[config.mk]
export PLATFORM = sky130hd
export DESIGN_NAME = id_ex_reg
export DESIGN_NICKNAME = d
export VERILOG_FILES = /design/src/rtl/id_ex_reg.sv
export SDC_FILE = /design/constraint.sdc
export NUM_CORES = 1
export LEC_CHECK = 0
export ABC_AREA = 1
export BUFFER_PORTS_ARGS = -buffer_cell sky130_fd_sc_hd__buf_4
export CORE_AREA = 2 2 130 132
export DETAILED_ROUTE_END_ITERATION = 12
export DIE_AREA = 0 0 132 134
export GPL_ROUTABILITY_DRIVEN = 0
export GPL_TIMING_DRIVEN = 0
export PLACE_DENSITY_LB_ADDON = 0.1
export REMOVE_ABC_BUFFERS = 1
export SYNTH_ARGS = -nofsm -noshare
export SYNTH_HDL_FRONTEND = slang
export SYNTH_SLANG_ARGS = --single-unit
[constraint.sdc]
create_clock -name clk -period 1.5 [get_ports clk]
set_input_delay 0.225 -clock clk [delete_from_list [all_inputs] [get_ports clk]]
set_output_delay 0.225 -clock clk [all_outputs]
set_load 0.1 [all_outputs]
[src/rtl/id_ex_reg.sv]
`default_nettype none
// +--------------------------------------------------------------------------+
// | id_ex_reg : single-entry ID/EX pipeline register with valid/ready         |
// |   handshake, flush, control sanitising and optional load-use detection    |
// |   (enable with macro ID_EX_LOAD_USE_DETECT_EN).                           |
// | Revision  : 1.0                                                           |
// +--------------------------------------------------------------------------+
module id_ex_reg (
  input  logic        clk,
  input  logic        rst_n,
  input  logic        id_valid,
  output logic        id_ready,
  input  logic [1:0]  alu_op,
  input  logic        alu_src,
  input  logic        branch,
  input  logic        mem_write,
  input  logic        mem_read,
  input  logic        mem_to_reg,
  input  logic        reg_write,
  input  logic [31:0] id_pc,
  input  logic [31:0] id_rs1_data,
  input  logic [31:0] id_rs2_data,
  input  logic [31:0] id_imm,
  input  logic [4:0]  id_rs1,
  input  logic [4:0]  id_rs2,
  input  logic [4:0]  id_rd,
  input  logic [2:0]  id_funct3,
  input  logic [6:0]  id_funct7,
  input  logic        ex_ready,
  input  logic        flush,
  output logic        ex_valid,
  output logic [1:0]  ex_alu_op,
  output logic        ex_alu_src,
  output logic        ex_branch,
  output logic        ex_mem_write,
  output logic        ex_mem_read,
  output logic        ex_mem_to_reg,
  output logic        ex_reg_write,
  output logic [31:0] ex_pc,
  output logic [31:0] ex_rs1_data,
  output logic [31:0] ex_rs2_data,
  output logic [31:0] ex_imm,
  output logic [4:0]  ex_rs1,
  output logic [4:0]  ex_rs2,
  output logic [4:0]  ex_rd,
  output logic [2:0]  ex_funct3,
  output logic [6:0]  ex_funct7,
  output logic        load_use_stall
);

  logic        r_valid;
  logic [1:0]  r_alu_op;
  logic        r_alu_src, r_branch, r_mem_write, r_mem_read, r_mem_to_reg, r_reg_write;
  logic [31:0] r_pc, r_rs1_data, r_rs2_data, r_imm;
  logic [4:0]  r_rs1, r_rs2, r_rd;
  logic [2:0]  r_funct3;
  logic [6:0]  r_funct7;

  logic        w_hazard;
  logic        w_accept;
  logic [1:0]  w_alu_op;
  logic        w_alu_src, w_branch, w_mem_write, w_mem_read, w_reg_write, w_mem_to_reg;

  // Hazard term excludes id_valid so id_ready never depends on id_valid.
`ifdef ID_EX_LOAD_USE_DETECT_EN
  assign w_hazard = r_valid & r_mem_read & (r_rd != 5'd0) &
                    ((r_rd == id_rs1) | (r_rd == id_rs2));
`else
  assign w_hazard = 1'b0;
`endif

  assign load_use_stall = id_valid & w_hazard;
  assign id_ready       = (~r_valid | ex_ready) & ~w_hazard;
  assign w_accept       = id_valid & id_ready & ~flush;

  // Case-equality maps X/Z from the decoder to a clean 0.
  assign w_alu_op[0]  = (alu_op[0] === 1'b1);
  assign w_alu_op[1]  = (alu_op[1] === 1'b1);
  assign w_alu_src    = (alu_src   === 1'b1);
  assign w_branch     = (branch    === 1'b1);
  assign w_mem_write  = (mem_write === 1'b1);
  assign w_mem_read   = (mem_read  === 1'b1);
  assign w_reg_write  = (reg_write === 1'b1);
  assign w_mem_to_reg = (mem_to_reg === 1'b1) & w_reg_write;

  always_ff @(posedge clk or negedge rst_n) begin
    if (!rst_n) begin
      r_valid      <= 1'b0;
      r_alu_op     <= 2'd0;
      r_alu_src    <= 1'b0;
      r_branch     <= 1'b0;
      r_mem_write  <= 1'b0;
      r_mem_read   <= 1'b0;
      r_mem_to_reg <= 1'b0;
      r_reg_write  <= 1'b0;
      r_pc         <= 32'd0;
      r_rs1_data   <= 32'd0;
      r_rs2_data   <= 32'd0;
      r_imm        <= 32'd0;
      r_rs1        <= 5'd0;
      r_rs2        <= 5'd0;
      r_rd         <= 5'd0;
      r_funct3     <= 3'd0;
      r_funct7     <= 7'd0;
    end else if (w_accept) begin
      r_valid      <= 1'b1;
      r_alu_op     <= w_alu_op;
      r_alu_src    <= w_alu_src;
      r_branch     <= w_branch;
      r_mem_write  <= w_mem_write;
      r_mem_read   <= w_mem_read;
      r_mem_to_reg <= w_mem_to_reg;
      r_reg_write  <= w_reg_write;
      r_pc         <= id_pc;
      r_rs1_data   <= id_rs1_data;
      r_rs2_data   <= id_rs2_data;
      r_imm        <= id_imm;
      r_rs1        <= id_rs1;
      r_rs2        <= id_rs2;
      r_rd         <= id_rd;
      r_funct3     <= id_funct3;
      r_funct7     <= id_funct7;
    end else if (flush | ex_ready) begin
      // Bubble: side-effecting controls cleared, data left stale.
      r_valid      <= 1'b0;
      r_branch     <= 1'b0;
      r_mem_write  <= 1'b0;
      r_mem_read   <= 1'b0;
      r_mem_to_reg <= 1'b0;
      r_reg_write  <= 1'b0;
    end
  end

  assign ex_valid      = r_valid;
  assign ex_alu_op     = r_alu_op;
  assign ex_alu_src    = r_alu_src;
  assign ex_branch     = r_branch;
  assign ex_mem_write  = r_mem_write;
  assign ex_mem_read   = r_mem_read;
  assign ex_mem_to_reg = r_mem_to_reg;
  assign ex_reg_write  = r_reg_write;
  assign ex_pc         = r_pc;
  assign ex_rs1_data   = r_rs1_data;
  assign ex_rs2_data   = r_rs2_data;
  assign ex_imm        = r_imm;
  assign ex_rs1        = r_rs1;
  assign ex_rs2        = r_rs2;
  assign ex_rd         = r_rd;
  assign ex_funct3     = r_funct3;
  assign ex_funct7     = r_funct7;

endmodule
`default_nettype wire

Word-level counts from Yosys, hierarchy flattened:

Cells that the tools add are included.
W data, S select, Z words.

* register bits: 162
* input port bits: 166
* output and inout bits: 164

* equality and inequality tests: 8
* muxes and demuxes: 7
* bitwise logic cells: 7
* reductions and logical operators: 1

Operators with widths (count)
* $eqx A1 B1 Y1 const B: 8
* $mux W1: 7
* $and A1 B1 Y1: 3
* $not A1 Y1: 2
* $or A1 B1 Y1: 2
* $reduce_bool A2 Y1: 1

Longest topological paths before layout:

* depth after elaboration: 5
* depth in mapped cells: 7
* gate-level depth less buffers: 5

Worst setup path after synthesis:

No wires, ideal clock.

* path type: register -> register
* start: register r_valid (netlist: ex_valid)
* end: register r_pc[10] (netlist: ex_pc[10])
* library setup time: 0.071 ns
* data arrival time: 2.340 ns
* data required time: 1.429 ns
* slack: -0.911 ns
* stages on the path, launching flop included: 5
* buffers on the path: 1
* period minus slack after synthesis: 2.411 ns
* cell sequence: dfrtp_1 nand2_2 buf_1 nand3_1 nand2_1

* longest elaborated chain between the ends: 4

Ends and longest elaborated chain
* start: declaration: line 51 `logic r_valid;`
* start signal: assignment: line 88 `r_valid <= 1'b0;`
* start signal: assignment: line 106 `r_valid <= 1'b1;`
* start signal: assignment: line 125 `r_valid <= 1'b0;`
* $not A1 Y1: line 73 `assign id_ready = (~r_valid | ex_ready) & ~w_hazard;`
* $or A1 B1 Y1: line 73
* via id_ready: line 12 `output logic id_ready,`
* $and A1 B1 Y1 (2 in a row): line 74 `assign w_accept = id_valid & id_ready & ~flush;`
* end signal: assignment: line 114 `r_pc <= id_pc;`
* end: declaration: line 54 `logic [31:0] r_pc, r_rs1_data, r_rs2_data, r_imm;`

The timed path passes the listed nets, and every way through them passes these cells.
A chain may end at the register's enable or synchronous reset.

Final worst setup path:

* start: register r_valid (netlist: ex_valid)
* end: output id_ready

* longest elaborated chain between the ends: 2

Ends and longest elaborated chain (line)
* $not A1 Y1: 73
* $or A1 B1 Y1: 73
* end: declaration: 12

No other way between the ends.

==> results.md <==
* Status: finished, final reports clean
* Clk_lat worst skew at 0.41 ns
* Initial antenna violation count at 0
* Layout cells sized above 1 at 37.0%
* Fraction of registers with async set/reset at 100%
* FP Rows at 47
* Initial core utilization at 39.2%
* YS warnings at 0
* Final worst path period share at 95.9%
* CP Class: flip-flop to primary output
* Synthesis-to-layout area growth at 55.4%
* Final nets at 1192
* Worst path required time at 1.27 ns
* Dpl ws at -0.977 ns
* Actual slew at the worst max-slew pin at 0.549 ns
* Die Span Y at 134 um
* CTS tree: yes
* H-tree Lvls at 4
* Via density at 4.84
* Root Buffer Master: clkbuf_16
* Max-Slew Margin vs Limit at 63.3%
* Worst reg2reg setup slack at 0.12 ns
* Final Cell Area at 0.00991 mm^2
* Inserted Clock Buffers at 17
* Largest cells by area after synthesis: dfrtp_1 (64%), nand2_1 (19%), nand3_1 (13%)
* Worst-path fanout max at 6
* Count leader, synth: nand2_1
* DRT antenna net count at 0
* Worst hold path endpoint: ex_rs2_data[26]
* Post-synth top area cell: dfrtp_1
* Synth unique cells at 13
* Post-synth EDFFs at 0
* Die W at 132 um
* Max_cap viols at 0
* Syn avg cell area at 9.02 um^2
* Predominant post-synthesis flop cell: dfrtp_1
* Mapped Cells at 707
* Final worst setup slack at 0.0608 ns
* HP Start: id_rs2_data[26]
* Worst setup EP type: primary output
* Core area at 0.0163 mm^2
* Placed cells at 1210
* Worst endpoint data arrival time at 1.21 ns
* Remaining routing DRC violations at 0
* Finish-stage setup viols at 0
* Sequential share of the synthesized area at 63.6%
* Detail Placement HPWL at 12900 um
* Total Routed Length at 21400 um
* Setup_tns at 0 ns
* Worst Hold Class: input port to flip-flop
* FF-to-FF Start: ex_valid
* Hold Fails Final Rpt at 0
* Post-synth top area share at 63.6%
* Hold Path Cell Cnt at 3
* Remaining Overflow, GRT at 0
* Syn Std Cell Area at 0.00638 mm^2
* Pleak at 5.51 nW
* CP Cell Sequence: nand2_8 -> buf_8
* IO buf count at 328
* Max IR drop VDD at 0.876 mV
* R2r endpoint: ex_imm[20]
* WL per Instance at 17.0 um
* RSZ-0062 raised after global routing: false
* R2R cell count at 6
* Max clock buf depth at 2
* Area after DPL at 0.00906 mm^2
* Largest net degree at the start of global routing at 96
* First-pass DRT Iterations at 5
* #FFs+latches synth at 162
* Ant diodes at 0
* Crit-path slowest cell: dfrtp_2
* Top cells by count, synth: nand2_1 (320), nand3_1 (165), dfrtp_1 (162)
* Gr usage total at 24.0%
* Minimum clock period at 1.44 ns
* Cell Pwr Density at 1740 mW/mm^2
* Largest stage delay, worst path at 0.45 ns
* Final core occ at 60.8%
* Non-Filler Instances at 1256
* Max Slew Vio Count at 0
* FMAX at 695 MHz
* Die area at 0.0177 mm^2
* CTS sink cnt at 162
* Total number of vias at 6074
* Clock slew at reported path FFs at 0.06 ns
* CP Launch Type: flip-flop
* First-pass GRT wire length at 33100 um
* First DRT Iteration DRCs at 293
* Number of global-route vias before repair at 5932
* I/O Pins at 330
* Clock Skews at 0.00636 ns
## per-layer routing
layer	wire [um]	vias up	track usage [%]
li1	-	2907	-
met1	8830	2889	30.2
met2	10500	245	39.9
met3	1490	33	6.31
met4	550	0	9.30
met5	0	-	0
## power breakdown
group | switching (W) | internal [W] | total (W) | leakage [nW]
Sequential | 0.000345 | 0.00501 | 0.00536 | 2.01
Clock | 0.00170 | 0.00280 | 0.00450 | 0.287
Combinational | 0.00594 | 0.00146 | 0.00740 | 3.21
## kinds of logic (layout without fill, tap and decap cells)
logic type	Yosys count	in the layout	synth area share (%)
other cells	1	1	0.0588
buf+inv	54	377	4.04
simple gates	490	496	32.3
flops	162	162	63.6
## critical path, delay by kind of cell (launching register included)
kind	cells	cell delay (ns)
and+or+nand+nor	1	0.13
buffers and inverters	1	0.21
DFF	1	0.45
## cell type report
type	count	area [um^2]
fill	1506	6380
sequential	162	4060
timing repair buffer	346	2790
multi-input combinational	497	2170
clock buffer	19	443
tap	220	275
clock inverter	10	161
inverter	2	7.51
## worst max-delay path by stage
stage | from | slack (ns) | endpoint
after global placement | flush | -6.05 | ex_mem_write
after detailed placement | flush | -0.98 | ex_rs1_data[24]
after global routing | id_valid | 0.008 | ex_rs2_data[24]
after floorplan | ex_valid | -3.58 | ex_branch
after CTS | ex_valid | 0.05 | id_ready
final | ex_valid | 0.06 | id_ready
## what timing repair did
item | 4_1_cts | 5_1_grt
endpoints found under the hold margin | 67 | 0
gates resized for setup | 3 | 3
hold buffers | 1 | 0
setup endpoints to repair | 163 | 40
setup buffers | 7 | 0
gates cloned | 7 | 2
pin swaps | 3 | 0
## metrics by stage
stage | hold WS, ns | power (W)
floorplan | -0.0706 | 0.0108
global placement | 0.454 | 0.0127
detailed placement | 0.215 | 0.0127
CTS | 0.0201 | 0.0174
global route | 0.0316 | 0.0179
finish | 0.0355 | 0.0173
## cell usage in the layout (no fill, tap or decap), types with 3 or more instances in the layout
cell        count
nand3_1       165
clkinvlp_4      3
bufinv_16       4
buf_4         333
nand2_1       320
buf_12          3
dfrtp_1       161
nand2_8         4
nand2_4         3
buf_16          4
clkbuf_16      19
No activity file was read; power rests on OpenSTA's default activity.
